<file path="config.mk">
export PLATFORM = sky130hd
export DESIGN_NAME = mainreg_seq
export DESIGN_NICKNAME = d
export VERILOG_FILES = /design/src/rtl/mainreg_seq_pkg.sv /design/src/rtl/mainreg_seq_busmux.sv /design/src/rtl/mainreg_seq.sv
export SDC_FILE = /design/constraint.sdc
export NUM_CORES = 1
export LEC_CHECK = 0
export CAP_MARGIN = 20
export CORE_MARGIN = 2
export CORE_UTILIZATION = 40
export CTS_BUF_LIST = sky130_fd_sc_hd__clkbuf_2 sky130_fd_sc_hd__clkbuf_4 sky130_fd_sc_hd__clkbuf_8
export DETAILED_ROUTE_END_ITERATION = 8
export GPL_TIMING_DRIVEN = 0
export PLACE_DENSITY = 0.82
export SYNTH_ARGS = -nofsm -noshare
export SYNTH_HDL_FRONTEND = slang
export SYNTH_HIERARCHICAL = 1
export SYNTH_SLANG_ARGS = --single-unit
</file>
<file path="constraint.sdc">
create_clock -name clk -period 3.6 [get_ports clk]
set_clock_uncertainty 0.2 [all_clocks]
set_input_delay 0.36 -clock clk [delete_from_list [all_inputs] [get_ports clk]]
set_output_delay 0.36 -clock clk [all_outputs]
set_load 0.1 [all_outputs]
</file>
<file path="src/rtl/mainreg_seq_pkg.sv">
// Shared definitions for the main register file sequencer: opcodes, register
// indices, FSM states and write-data bus select codes.
package mainreg_seq_pkg;

    localparam int MR_DW = 8;

    typedef enum logic [2:0] {
        OP_NOP = 3'b000,
        OP_MOV = 3'b001,
        OP_LDI = 3'b010,
        OP_SWP = 3'b011,
        OP_CLR = 3'b100,
        OP_SET = 3'b101,
        OP_RD  = 3'b110,
        OP_RSV = 3'b111
    } op_t;

    typedef enum logic [1:0] {
        REG_A  = 2'd0,
        REG_B  = 2'd1,
        REG_C  = 2'd2,
        REG_IX = 2'd3
    } reg_t;

    typedef enum logic [1:0] {
        ST_IDLE = 2'd0,
        ST_EXEC = 2'd1,
        ST_SWP1 = 2'd2,
        ST_SWP2 = 2'd3
    } state_t;

    // Input order of the write-data bus mux
    typedef enum logic [1:0] {
        WSEL_OUTA = 2'd0,
        WSEL_IMM  = 2'd1,
        WSEL_OUTC = 2'd2,
        WSEL_TEMP = 2'd3
    } wsel_t;

    // Single-cycle commands that commit a regfile write in EXEC
    function automatic logic op_writes(input op_t op);
        return (op == OP_MOV) || (op == OP_LDI) || (op == OP_CLR) || (op == OP_SET);
    endfunction

endpackage

</file>
<file path="src/rtl/mainreg_seq_busmux.sv">
// 4-to-1 write-data bus multiplexer feeding the regfile IN bus.
module mainreg_seq_busmux
    import mainreg_seq_pkg::*;
#(
    parameter int DW = MR_DW
) (
    input  logic [1:0]    sel,
    input  logic [DW-1:0] in0,
    input  logic [DW-1:0] in1,
    input  logic [DW-1:0] in2,
    input  logic [DW-1:0] in3,
    output logic [DW-1:0] y
);

    always_comb begin
        y = in0;
        case (sel)
            2'd0:    y = in0;
            2'd1:    y = in1;
            2'd2:    y = in2;
            2'd3:    y = in3;
            default: y = in0;
        endcase
    end

endmodule

</file>
<file path="src/rtl/mainreg_seq.sv">
// Register-transfer sequencer in front of the 4-entry main register file;
// one command per handshake, SWP done in two write cycles through TEMP.
//
//   state | meaning
//   IDLE  | waiting for req, ready high
//   EXEC  | single-cycle command executes, done pulses
//   SWP1  | dst <= src value, TEMP <= old dst value
//   SWP2  | src <= TEMP, done pulses
module mainreg_seq
    import mainreg_seq_pkg::*;
#(
    parameter int DW = MR_DW
) (
    input  logic          clk,
    input  logic          reset,
    input  logic          req,
    input  logic [2:0]    op,
    input  logic [1:0]    dst,
    input  logic [1:0]    src,
    input  logic [DW-1:0] imm,
    output logic          ready,
    output logic          done,
    output logic [DW-1:0] rdata,
    output logic          mrwe,
    output logic          wa1,
    output logic          wa0,
    output logic          ra1,
    output logic          ra0,
    output logic          ra3,
    output logic          ra2,
    output logic          ra4,
    output logic [DW-1:0] wdata,
    input  logic [DW-1:0] outa,
    input  logic [DW-1:0] outb,
    input  logic [DW-1:0] outc
);

    state_t        state;
    op_t           op_q;
    logic [1:0]    dst_q;
    logic [1:0]    src_q;
    logic [DW-1:0] imm_q;
    logic [DW-1:0] temp_q;
    logic [DW-1:0] rdata_q;

    logic [1:0]    wa;
    logic [1:0]    ra_a;
    logic [1:0]    ra_b;
    wsel_t         wsel;
    logic          bus_en;
    logic [DW-1:0] mux_y;

    assign ready = (state == ST_IDLE) & ~reset;
    assign rdata = rdata_q;

    always_ff @(posedge clk or posedge reset) begin
        if (reset) begin
            state   <= ST_IDLE;
            op_q    <= OP_NOP;
            dst_q   <= '0;
            src_q   <= '0;
            imm_q   <= '0;
            temp_q  <= '0;
            rdata_q <= '0;
        end else begin
            case (state)
                ST_IDLE: begin
                    if (req) begin
                        op_q  <= op_t'(op);
                        dst_q <= dst;
                        src_q <= src;
                        imm_q <= imm;
                        state <= (op_t'(op) == OP_SWP) ? ST_SWP1 : ST_EXEC;
                    end
                end
                ST_EXEC: begin
                    if (op_q == OP_RD) begin
                        rdata_q <= outa;
                    end
                    state <= ST_IDLE;
                end
                ST_SWP1: begin
                    temp_q <= outb;
                    state  <= ST_SWP2;
                end
                ST_SWP2: begin
                    state <= ST_IDLE;
                end
                default: state <= ST_IDLE;
            endcase
        end
    end

    // Every regfile control is decoded from registered state only, so req
    // never reaches mrwe combinationally.
    always_comb begin
        mrwe   = 1'b0;
        done   = 1'b0;
        wa     = 2'd0;
        ra_a   = 2'd0;
        ra_b   = 2'd0;
        ra4    = 1'b0;
        wsel   = WSEL_OUTA;
        bus_en = 1'b0;
        case (state)
            ST_EXEC: begin
                done = 1'b1;
                wa   = dst_q;
                case (op_q)
                    OP_MOV: begin
                        ra_a = src_q;
                        wsel = WSEL_OUTA;
                    end
                    OP_LDI: wsel = WSEL_IMM;
                    OP_CLR: wsel = WSEL_OUTC;
                    OP_SET: begin
                        ra4  = 1'b1;
                        wsel = WSEL_OUTC;
                    end
                    OP_RD:  ra_a = src_q;
                    default: ;
                endcase
                bus_en = op_writes(op_q);
                mrwe   = op_writes(op_q);
            end
            ST_SWP1: begin
                ra_a   = src_q;
                ra_b   = dst_q;
                wa     = dst_q;
                wsel   = WSEL_OUTA;
                bus_en = 1'b1;
                mrwe   = 1'b1;
            end
            ST_SWP2: begin
                wa     = src_q;
                wsel   = WSEL_TEMP;
                bus_en = 1'b1;
                mrwe   = 1'b1;
                done   = 1'b1;
            end
            default: ;
        endcase
    end

    mainreg_seq_busmux #(.DW(DW)) u_busmux (
        .sel (wsel),
        .in0 (outa),
        .in1 (imm_q),
        .in2 (outc),
        .in3 (temp_q),
        .y   (mux_y)
    );

    assign wdata = bus_en ? mux_y : '0;
    assign wa1   = wa[1];
    assign wa0   = wa[0];
    assign ra1   = ra_a[1];
    assign ra0   = ra_a[0];
    assign ra3   = ra_b[1];
    assign ra2   = ra_b[0];

endmodule

</file>
=== Word-level counts from Yosys, hierarchy flattened ===
Index checks and enable logic that the tools add are counted.

* Logic and storage cells: 49
* Register bits: 33

* Equality and inequality tests: 13
* Bitwise gates (word level): 2
* Reductions and logical operators: 12
* Muxes and demuxes: 15

{| class="wikitable"
|+ Operators with widths
! operator !! count
|-
| case mux 8 bit (4 select lines) || 1
|-
| case mux 2 bit (2 select lines) || 4
|-
| OR reduction 2 bit || 5
|-
| equality test 3 bit (second input constant) || 3
|-
| equality test 2 bit (second input constant) || 4
|-
| 2-to-1 mux 2 bit || 4
|-
| 2-to-1 mux 8 bit || 1
|-
| equality test 3 x 2 -> 1 bit (second input constant) || 2
|-
| case mux 2 bit (3 select lines) || 1
|-
| equality test 2 x 1 -> 1 bit (second input constant) || 2
|-
| logical NOT 2 bit || 2
|-
| AND reduction 2 bit || 2
|-
| equality test 3 x 1 -> 1 bit (second input constant) || 1
|-
| logical OR 1 bit || 3
|-
| 2-to-1 mux 1 bit || 3
|-
| inequality test 2 bit (second input constant) || 1
|-
| case mux 1 bit (2 select lines) || 1
|-
| AND 1 bit || 1
|-
| inverter 1 bit || 1
|}

=== Depth between registers and ports, before layout ===
Gate-level depths: netlist of the first run.

* Word-level depth: 7
* Mapped depth: 8
* Depth with buffers taken out: 6

=== Hierarchy ===
The synthesis of the first run kept the hierarchy.

{| class="wikitable"
|+ Modules (own cells, without submodules)
! module !! area each (um^2) !! cells an instance !! times used
|-
| mainreg_seq || 1565.3 || 135 || 1
|-
| mainreg_seq_busmux || 196.4 || 10 || 1
|}

=== Worst setup path after synthesis of the first run ===
Ideal clock, no wire load.

* Path type: register -> output
* From: reg state[1]
* To: out wdata[0]
* Required time: 3.040 ns
* Cell stages (with the launch flop): 9
* Data arrival time: 3.636 ns
* Slack: -0.596 ns
* Buffers on the path: 2
* Path through: dfrtp_1 > inv_1 > ha_1 > clkbuf_1 > nand2_1 > o21bai_1 > clkbuf_2 > mux4_2 > nor3b_1

* Longest elaborated chain between the ends: 5
* Elaborated cells on any way between the ends: 12
* Classes of those cells: 6 x eq/ne; 4 x mux; 2 x reduce/logical

{| class="wikitable"
|+ RTL lines
! item !! line !! RTL
|-
| from (decl) || mainreg_seq.sv:38 || <nowiki>state_t state;</nowiki>
|-
| from (signal assigned) || mainreg_seq.sv:73 || <nowiki>state <= (op_t'(op) == OP_SWP) ? ST_SWP1 : ST_EXEC;</nowiki>
|-
| equality test 2 bit / equality test 2 x 1 -> 1 bit (equally long branches) || mainreg_seq.sv:105 || <nowiki>case (state)</nowiki>
|-
| case mux 2 bit (2 select lines) * || mainreg_seq.sv:105 ||
|-
| via wsel[1] || mainreg_seq.sv:49 || <nowiki>wsel_t wsel;</nowiki>
|-
| equality test 2 bit, or another cell as far along || mainreg_seq_busmux.sv:17 || <nowiki>case (sel)</nowiki>
|-
| case mux 8 bit (4 select lines) * || mainreg_seq_busmux.sv:17 ||
|-
| via mux_y[0] || mainreg_seq.sv:51 || <nowiki>logic [DW-1:0] mux_y;</nowiki>
|-
| 2-to-1 mux 8 bit * || mainreg_seq.sv:154 || <nowiki>assign wdata = bus_en ? mux_y : '0;</nowiki>
|-
| to (decl) || mainreg_seq.sv:32 || <nowiki>output logic [DW-1:0] wdata,</nowiki>
|}

The timed path passes the listed nets; every way through them passes the cells marked *.

=== Worst setup path after layout of the first run ===
* From: reg state[0]
* To: out ra3

* Longest elaborated chain between the ends: 2

{| class="wikitable"
|+ RTL lines
! item !! line !! RTL
|-
| equality test 2 bit || mainreg_seq.sv:105 ||
|-
| 2-to-1 mux 2 bit || mainreg_seq.sv:105 ||
|-
| to (decl) || mainreg_seq.sv:29 || <nowiki>output logic ra3,</nowiki>
|}

No other way between the ends.

==> results of run 1 <==
[metal layers]
| layer | wire, um | part of all wire (%) | track usage, % |
|---|---|---|---|
| met1 | 1900 | 44 | 24.4 |
| met2 | 2100 | 49 | 29.5 |
| met3 | 264 | 6.1 | 4.62 |
| met4 | 57 | 1.3 | 5.77 |
| met5 | 0 | 0 | 0 |
[state kept, by name, summed over array words and instances, names as in the netlist]
name and count:
temp_q 8, op_q 3, dst_q 2, state 2, imm_q 8, rdata 8
src_q 2
[cell usage in the layout (no fill, tap or decap), types with 2 or more instances in the layout]
master,n
nand4b_1,2
ha_1,5
nor2_1,6
and2_1,2
inv_1,4
nand2_1,28
clkinv_2,2
dfrtp_1,33
clkbuf_1,3
clkdlybuf4s15_2,8
buf_2,3
buf_6,2
dlygate4sd2_1,2
o21ai_0,3
clkdlybuf4s50_1,56
clkbuf_8,5
mux2_2,24
nor3b_2,9
mux4_2,8
a22oi_1,2
[cell type report]
cell class                      instances  area [um2]
Buffer                                  9        53.8
Clock buffer                            5        68.8
Clock inverter                          3        17.5
Fill cell                             352        1630
Inverter                                4        15.0
Multi-Input combinational cell         99         912
Sequential cell                        33         826
Tap cell                               52        65.1
Timing Repair Buffer                   68         708
[logic make-up after synthesis]
group / after synthesis
mux: 32
fa+ha+maj: 5
compound gates: 9
buf+inv: 13
flops: 33
simple gates: 53
[critical path, stage by stage, from the launching register on]
cell and delay (ps):
dfrtp_1 420, inv_1 120, ha_1 150, clkbuf_1 280, buf_2 320, and2_1 170, clkdlybuf4s50_1 1130
[power by group through the flow]
stage	sequential, W	clock (W)	combinational, W
floorplan	0.000977	0	0.00103
global placement	0.000666	0	0.00171
detailed placement	0.000677	0	0.00174
CTS	0.000669	0.000281	0.00173
global route	0.000696	0.000295	0.00180
finish	0.000669	0.000275	0.00172
[repair_timing]
action | in CTS | in global routing
setup buffers | 0 | 0
resized for setup | 26 | 1
endpoints found under the setup margin | 10 | 1
endpoints found under the hold margin | 0 | 0
[how the worst max path moves through the flow]
| stage | start | end | slack, ps |
|---|---|---|---|
| 2_1_floorplan | state[1]$_DFFE_PP0P_ | wdata[0] | 370 |
| 3_3_place_gp | state[1]$_DFFE_PP0P_ | wdata[7] | 30 |
| 3_5_place_dp | state[1]$_DFFE_PP0P_ | wdata[5] | -30 |
| 4_1_cts | op_q[1]$_DFFE_PP0P_ | mrwe | 70 |
| 5_1_grt | state[0]$_DFFE_PP0P_ | ra2 | 10 |
| 6_report | state[0]$_DFFE_PP0P_ | ra3 | 160 |
[per-stage QoR]
step	setup TNS, ps	setup WS (ps)	power [W]
after detailed placement	-60.3	-31.4	0.00242
after floorplan	0	372	0.00201
after global routing	0	14.2	0.00280
after CTS	0	74.6	0.00268
final	0	162	0.00266
after global placement	0	25.1	0.00238
==> impl_metrics.env, run 1 <==
export IMPL_final_area_um2=2670
export IMPL_worstMarginPinSlew_ps=979
export IMPL_final_core_util_pct=62.1
export IMPL_dieArea_um2=4950
export IMPL_ant_nets=0
export IMPL_dp_cells=265
export IMPL_fin_crit_sh_pct=95.5
export IMPL_routedWlPerCell_um=15.8
export IMPL_hp_start="rdata[5]$_DFFE_PP0P_"
export IMPL_placedInstanceArea_um2=2570
export IMPL_drc=0
export IMPL_yosysUniqueCellTypes=26
export IMPL_dpl_hpwl_um=3210
export IMPL_viasPerCell=5.02
export IMPL_p_sw_w=0.00142
export IMPL_leakage_nw=1.11
export IMPL_synth_simple_area_share_pct=15.6
export IMPL_clock_power_share_pct=10.3
export IMPL_grt_setup_unrepaired="false"
export IMPL_yosysMostFrequentCell="dfrtp_1"
export IMPL_clock_path_buffers=2
export IMPL_cp_end_kind="output port"
export IMPL_ys_ff_latch=33
export IMPL_clockRootBuffer="clkbuf_8"
export IMPL_synth_main_ff_cell="dfrtp_1"
export IMPL_drv_slew=0
export IMPL_synthCells=145
export IMPL_rr_startpoint="state[1]$_DFFE_PP0P_"
export IMPL_portBuffers=67
export IMPL_ctsHoldBuffers=0
export IMPL_grt_overflow=0
export IMPL_gp_congestion=0.707
export IMPL_r2r_slack_ps=1590
export IMPL_hold_depth=2
export IMPL_ys_warn_count=6
export IMPL_switching_share_pct=53.4
export IMPL_cts_buffers=5
export IMPL_fmax_ghz=0.291
export IMPL_fp_coreArea_um2=4290
export IMPL_whs_ps=273
export IMPL_stdcell_count=273
export IMPL_ir_drop_v=0.000568
export IMPL_synth_top_area_cell="dfrtp_1"
export IMPL_synth_top_family_by_area="multiplexers"
export IMPL_grt_pass1_vias=1458
export IMPL_cts_sinks=33
export IMPL_synth_edf_count=0
export IMPL_grt_max_degree=20
export IMPL_fin_nets=267
export IMPL_diodes=0
export IMPL_synth_xor_area_share_pct=0
export IMPL_clock_latency_ps=280
export IMPL_hold_class="reg2reg"
export IMPL_rows=24
export IMPL_path_max_fanout=10
export IMPL_vias=1371
export IMPL_synth_compound_area_share_pct=4.55
export IMPL_finalHoldViolCount=0
export IMPL_setup_viol=0
export IMPL_synth_area_top_cells="dfrtp_1 47%, mux2_2 15%, mux4_2 10%"
export IMPL_grt_pass1_wl_um=6950
export IMPL_drtPass1Iterations=4
export IMPL_htree_levels=2
export IMPL_yosysTopAreaCellShare_pct=46.9
export IMPL_drive_above_1_share_pct=30.8
export IMPL_die_h_um=70.4
export IMPL_regToRegEndpoint="rdata[1]$_DFFE_PP0P_"
export IMPL_p_int_w=0.00124
export IMPL_period_needed_ps=3440
export IMPL_avgSynthCellArea_um2=12.1
export IMPL_drtIter0Drc=63
export IMPL_async_flop_share_pct=100
export IMPL_reg2regPathDepth=6
export IMPL_grt_use_total_pct=18.4
export IMPL_crit_arrival_ps=2880
export IMPL_muxShareOfSynthArea_pct=25.6
export IMPL_p_per_area_nw_per_um2=998
export IMPL_syn_to_final_growth_pct=51.3
export IMPL_antenna_found_initial=0
export IMPL_synth_area_um2=1760
export IMPL_die_w_um=70.4
export IMPL_drv_cap=0
export IMPL_crit_type="reg2out"
export IMPL_io_pins=68
export IMPL_cts_reportedPaths_clkPinSlew_ps=70
export IMPL_seqPwrFrac_pct=25.1
export IMPL_cts_tree="done"
export IMPL_synth_commonest_cells="33 x dfrtp_1, 28 x nand2_1, 24 x mux2_2, 9 x nor3b_1, 8 x mux4_2"
export IMPL_ys_seq_area_share_pct=46.9
export IMPL_synthAdderAreaFrac_pct=3.55
export IMPL_routed_wl_um=4320
export IMPL_status="finished clean"
export IMPL_max_slew_margin_pct=34.5
export IMPL_required_ps=3040
export IMPL_hold_end="rdata[5]$_DFFE_PP0P_"
export IMPL_startpoint_type="flop"
export IMPL_power_frac_comb_pct=64.5
export IMPL_start_util_pct=41.0
export IMPL_syn_num_nets=192
No activity file was read; power rests on OpenSTA's default activity.
==> inputs of run 2 (changes only) <==
Settings changed: CAP_MARGIN 20 to unset.
==> impl_metrics.env, run 2 (synthesized netlist as in run 1, its figures left out) <==
export IMPL_status="finished clean"
export IMPL_clock_path_buffers=2
export IMPL_fp_coreArea_um2=4290
export IMPL_p_per_area_nw_per_um2=1010
export IMPL_path_max_fanout=10
export IMPL_switching_share_pct=53.5
export IMPL_cts_sinks=33
export IMPL_required_ps=3040
export IMPL_seqPwrFrac_pct=25.1
export IMPL_hold_class="reg2reg"
export IMPL_drv_slew=0
export IMPL_ant_nets=0
export IMPL_clock_power_share_pct=10.4
export IMPL_wl_met3_um=313
export IMPL_drtPass1Iterations=4
export IMPL_grt_overflow=0
export IMPL_htree_levels=2
export IMPL_fmax_ghz=0.292
export IMPL_io_pins=68
export IMPL_finalHoldViolCount=0
export IMPL_cts_buffers=5
export IMPL_grt_pass1_wl_um=6970
export IMPL_portBuffers=67
export IMPL_regToRegEndpoint="rdata[7]$_DFFE_PP0P_"
export IMPL_final_core_util_pct=61.5
export IMPL_ctsHoldBuffers=0
export IMPL_period_needed_ps=3420
export IMPL_placedInstanceArea_um2=2540
export IMPL_rows=24
export IMPL_startpoint_type="flop"
export IMPL_die_h_um=70.4
export IMPL_clockRootBuffer="clkbuf_8"
export IMPL_routed_wl_um=4330
export IMPL_antenna_found_initial=0
export IMPL_drive_above_1_share_pct=30.9
export IMPL_layout_common_cells="56 x clkdlybuf4s50_1, 33 x dfrtp_1, 28 x nand2_1"
export IMPL_fin_setup_tns_ps=0
export IMPL_grt_max_degree=34
export IMPL_start_util_pct=41.0
export IMPL_hold_depth=2
export IMPL_drv_cap=0
export IMPL_rr_startpoint="state[1]$_DFFE_PP0P_"
export IMPL_clock_latency_ps=280
export IMPL_setup_viol=0
export IMPL_ir_drop_v=0.000496
export IMPL_p_int_w=0.00124
export IMPL_fin_nets=266
export IMPL_nFillCells=360
export IMPL_r2r_slack_ps=1590
export IMPL_power_frac_comb_pct=64.5
export IMPL_met2_length_um=2090
export IMPL_vias=1387
export IMPL_hp_start="rdata[0]$_DFFE_PP0P_"
export IMPL_drtIter0Drc=74
export IMPL_diodes=0
export IMPL_syn_to_final_growth_pct=49.8
export IMPL_viasPerCell=5.10
export IMPL_drc=0
export IMPL_met1_length_um=1900
export IMPL_gp_congestion=0.707
export IMPL_regArea_um2=826
export IMPL_highest_layer="met4"
export IMPL_worstMarginPinSlew_ps=985
export IMPL_max_slew_margin_pct=34.2
export IMPL_cts_tree="done"
export IMPL_layout_commonest_cell="clkdlybuf4s50_1"
export IMPL_cp_end_kind="output port"
export IMPL_p_sw_w=0.00142
export IMPL_final_area_um2=2640
export IMPL_grt_setup_unrepaired="false"
export IMPL_routedWlPerCell_um=15.9
export IMPL_reg2regPathDepth=6
export IMPL_grt_use_total_pct=18.5
export IMPL_leakage_nw=1.10
export IMPL_dpl_hpwl_um=3140
export IMPL_multi_input_area_um2=912
export IMPL_fin_crit_sh_pct=95.1
export IMPL_cts_reportedPaths_clkPinSlew_ps=80
export IMPL_grt_pass1_vias=1447
export IMPL_dieArea_um2=4950
export IMPL_cts_setup_buffers=0
export IMPL_hold_end="rdata[0]$_DFFE_PP0P_"
export IMPL_crit_type="reg2out"
export IMPL_crit_arrival_ps=2860
export IMPL_die_w_um=70.4
[run 2: cell count changes in the layout (fill, tap and decap cells not counted), sizes merged]
cell,before,now
buf,6,5
[run 2: final cells by class]
| type | instances | share of cell area, % |
|---|---|---|
| clock inverter | 3 | 0.664 |
| sequential | 33 | 31.3 |
| buffer | 9 | 2.04 |
| tap | 52 | 2.47 |
| timing repair buffer | 67 | 25.8 |
| multi-input combinational | 99 | 34.6 |
| inverter | 4 | 0.569 |
| clock buffer | 5 | 2.61 |
[run 2: per-layer routing]
layer / GRT usage [%] / up-vias
met3: 6.35 / 4
li1: - / 655
met5: 0 / -
met2: 29.7 / 54
met4: 3.85 / 0
met1: 24.5 / 674
[run 2: power by group through the flow]
stage	logic [W]	clock network (W)	registers [W]
6_report	0.00172	0.000277	0.000668
5_1_grt	0.00181	0.000297	0.000696
4_1_cts	0.00173	0.000282	0.000670
3_5_place_dp	0.00174	0	0.000677
3_3_place_gp	0.00171	0	0.000666
2_1_floorplan	0.00103	0	0.000977
[run 2: timing repair]
item	4_1_cts	5_1_grt
resized for setup	26	1
setup endpoints to repair	10	1
pin swaps	0	0
[run 2: worst max-delay path: stages, from the launching register on]
cell             delay (ps)
dfrtp_1                 410
inv_1                   130
ha_1                    150
clkbuf_1                290
buf_2                   310
and2_1                  170
clkdlybuf4s50_1        1130
[run 2: stage by stage]
step                instances  power (W)  worst slack [ps]  hold slack [ps]
floorplan                 145    0.00201               372              265
global placement          264    0.00238              25.1              256
detailed placement        264    0.00241             -44.2              261
CTS                       272    0.00268              76.3              280
global route              272    0.00280              14.7              316
finish                    272    0.00266               177              273
[run 2: worst max path at each step]
stage | startpoint | end | slack (ps)
after floorplan | state[1]$_DFFE_PP0P_ | wdata[0] | 370
after global placement | state[1]$_DFFE_PP0P_ | wdata[7] | 30
after detailed placement | state[1]$_DFFE_PP0P_ | wdata[5] | -40
after CTS | op_q[1]$_DFFE_PP0P_ | mrwe | 80
after global routing | state[0]$_DFFE_PP0P_ | ra2 | 10
final | state[0]$_DFFE_PP0P_ | ra2 | 180
==> inputs of run 3 (changes only) <==
Settings changed: ABC_AREA set to 1, CORE_MARGIN 2 to 3, PLACE_DENSITY 0.82 to 0.81.
==> impl_metrics.env, run 3 <==
export IMPL_status="finished clean"
export IMPL_crit_arrival_ps=2770
export IMPL_fin_setup_tns_ps=0
export IMPL_yosysTopAreaCellShare_pct=43.9
export IMPL_final_area_um2=2690
export IMPL_cts_tree="done"
export IMPL_ys_warn_count=6
export IMPL_clock_latency_ps=280
export IMPL_ys_seq_area_share_pct=43.9
export IMPL_ant_nets=0
export IMPL_final_core_util_pct=60.5
export IMPL_clockRootBuffer="clkbuf_8"
export IMPL_ir_drop_v=0.000386
export IMPL_die_w_um=74.6
export IMPL_dpl_hpwl_um=3670
export IMPL_period_needed_ps=3330
export IMPL_grt_max_degree=34
export IMPL_yosysMostFrequentCell="nand2_1"
export IMPL_cts_setup_buffers=0
export IMPL_nFillCells=432
export IMPL_startpoint_type="flop"
export IMPL_rows=24
export IMPL_cts_sinks=33
export IMPL_drtPass1Iterations=4
export IMPL_fp_coreArea_um2=4440
export IMPL_grt_setup_unrepaired="false"
export IMPL_drv_cap=0
export IMPL_cts_buffers=5
export IMPL_synth_area_top_cells="dfrtp_1 44%, nand2_1 18%, nand3_1 8.8%"
export IMPL_setup_viol=0
export IMPL_hold_class="in2async"
export IMPL_total_power_w=0.00262
export IMPL_crit_type="reg2out"
export IMPL_drive_above_1_share_pct=11.7
export IMPL_synth_main_ff_cell="dfrtp_1"
export IMPL_layout_commonest_cell="nand2_1"
export IMPL_synth_top_area_cell="dfrtp_1"
export IMPL_viasPerCell=4.82
export IMPL_routedWlPerCell_um=12.6
export IMPL_antenna_found_initial=0
export IMPL_cp_end_kind="output port"
export IMPL_diodes=0
export IMPL_yosysUniqueCellTypes=20
export IMPL_avgSynthCellArea_um2=7.56
export IMPL_leakage_nw=1.37
export IMPL_synth_commonest_cells="90 x nand2_1, 33 x dfrtp_1, 33 x inv_1, 33 x nand3_1, 11 x nor2_1"
export IMPL_gp_congestion=0.784
export IMPL_io_pins=68
export IMPL_max_slew_margin_pct=34.7
export IMPL_drc=0
export IMPL_htree_levels=2
export IMPL_path_max_fanout=8
export IMPL_required_ps=3040
export IMPL_fin_nets=371
export IMPL_p_per_area_nw_per_um2=973
export IMPL_syn_num_nets=296
export IMPL_vias=1812
export IMPL_grt_pass1_vias=1745
export IMPL_whs_ps=148
export IMPL_die_h_um=74.6
export IMPL_worstMarginPinSlew_ps=976
export IMPL_ys_ff_latch=33
export IMPL_layout_common_cells="90 x nand2_1, 59 x clkdlybuf4s50_1, 33 x nand3_1, 33 x dfrtp_1, 32 x inv_1"
export IMPL_cts_reportedPaths_clkPinSlew_ps=60
export IMPL_synth_edf_count=0
export IMPL_grt_pass1_wl_um=7600
export IMPL_syn_to_final_growth_pct=42.8
export IMPL_routed_wl_um=4750
export IMPL_synthCells=249
export IMPL_clock_path_buffers=2
export IMPL_dieArea_um2=5560
export IMPL_grt_overflow=0
export IMPL_fin_crit_sh_pct=92.5
export IMPL_drv_slew=0
export IMPL_async_flop_share_pct=100
export IMPL_grt_use_total_pct=18.0
export IMPL_placedInstanceArea_um2=2620
export IMPL_start_util_pct=42.3
export IMPL_portBuffers=67
export IMPL_fmax_ghz=0.300
export IMPL_synth_area_um2=1880
export IMPL_drtIter0Drc=90
export IMPL_finalHoldViolCount=0
==> run 3: layout make-up <==
class	instances	area (um2)	area share, %
Sequential cell	33	826	30.7
Clock buffer	7	90.1	3.35
Timing Repair Buffer	68	651	24.2
Tap cell	52	65.1	2.42
Buffer	8	75.1	2.79
Multi-Input combinational cell	171	842	31.3
Inverter	37	139	5.17
==> run 3: worst max-delay path, stage by stage (launching register included) <==
cell	delay, ps
dfrtp_1	410
inv_1	120
ha_1	300
nand4_4	200
nand3_1	180
nand3_1	100
inv_1	60
clkdlybuf4s50_1	1120
==> run 3: per-layer routing <==
metal	share of wire, %	vias to the layer above	wire length, um	track usage [%]
met5	0	-	0	0
li1	-	939	-	-
met2	50	56	2360	30.3
met4	2.0	0	97	8.70
met1	43	807	2050	22.2
met3	5.1	10	240	3.11
==> run 3: path summary, 6_finish.rpt <==
kind / slack (ps) / endpoint / start / cells past startpoint
setup / recovery: 270 / ra1 / state[1]$_DFFE_PP0P_ / 7
hold / removal: 150 / state[0]$_DFFE_PP0P_ / reset / 2
setup reg to reg: 1880 / imm_q[4]$_DFFE_PP0P_ / state[0]$_DFFE_PP0P_ / 6
hold reg to reg: 270 / temp_q[6]$_DFFE_PP0N_ / temp_q[6]$_DFFE_PP0N_ / 2
max in group asynchronous: 2640 / imm_q[5]$_DFFE_PP0P_ / reset / 3
min in group clk: 270 / temp_q[6]$_DFFE_PP0N_ / temp_q[6]$_DFFE_PP0N_ / 2
==> run 3: power breakdown <==
group / switching (W) / internal, W / leakage (nW)
registers: 0.000132 / 0.000553 / 0.402
logic: 0.00122 / 0.000428 / 0.918
clock network: 0.000126 / 0.000159 / 0.0477
total: 0.00147 / 0.00114 / 1.37
==> run 3: cell families (layout without fill, tap and decap cells) <==
| logic type | count (synthesis) | count (layout) | share of synthesized area (%) |
|---|---|---|---|
| flip-flops | 33 | 33 | 43.9 |
| AND/OR/NAND/NOR | 149 | 149 | 35.2 |
| buffers and inverters | 45 | 120 | 11.4 |
| AO/OA/AOI/OAI | 17 | 17 | 6.25 |
| adder cells (fa/ha/maj) | 5 | 5 | 3.32 |
==> run 3: what timing repair did <==
action,CTS,global route
hold buffers,0,0
pin swaps,0,0
cloned,0,0
hold endpoints to repair,0,0
gates resized for setup,8,16
setup endpoints to repair,8,8
==> run 3: metrics by stage <==
stage	std cells	worst slack [ps]
2_1_floorplan	249	190
3_3_place_gp	368	135
3_5_place_dp	368	111
4_1_cts	375	73.4
5_1_grt	376	102
6_report	376	271
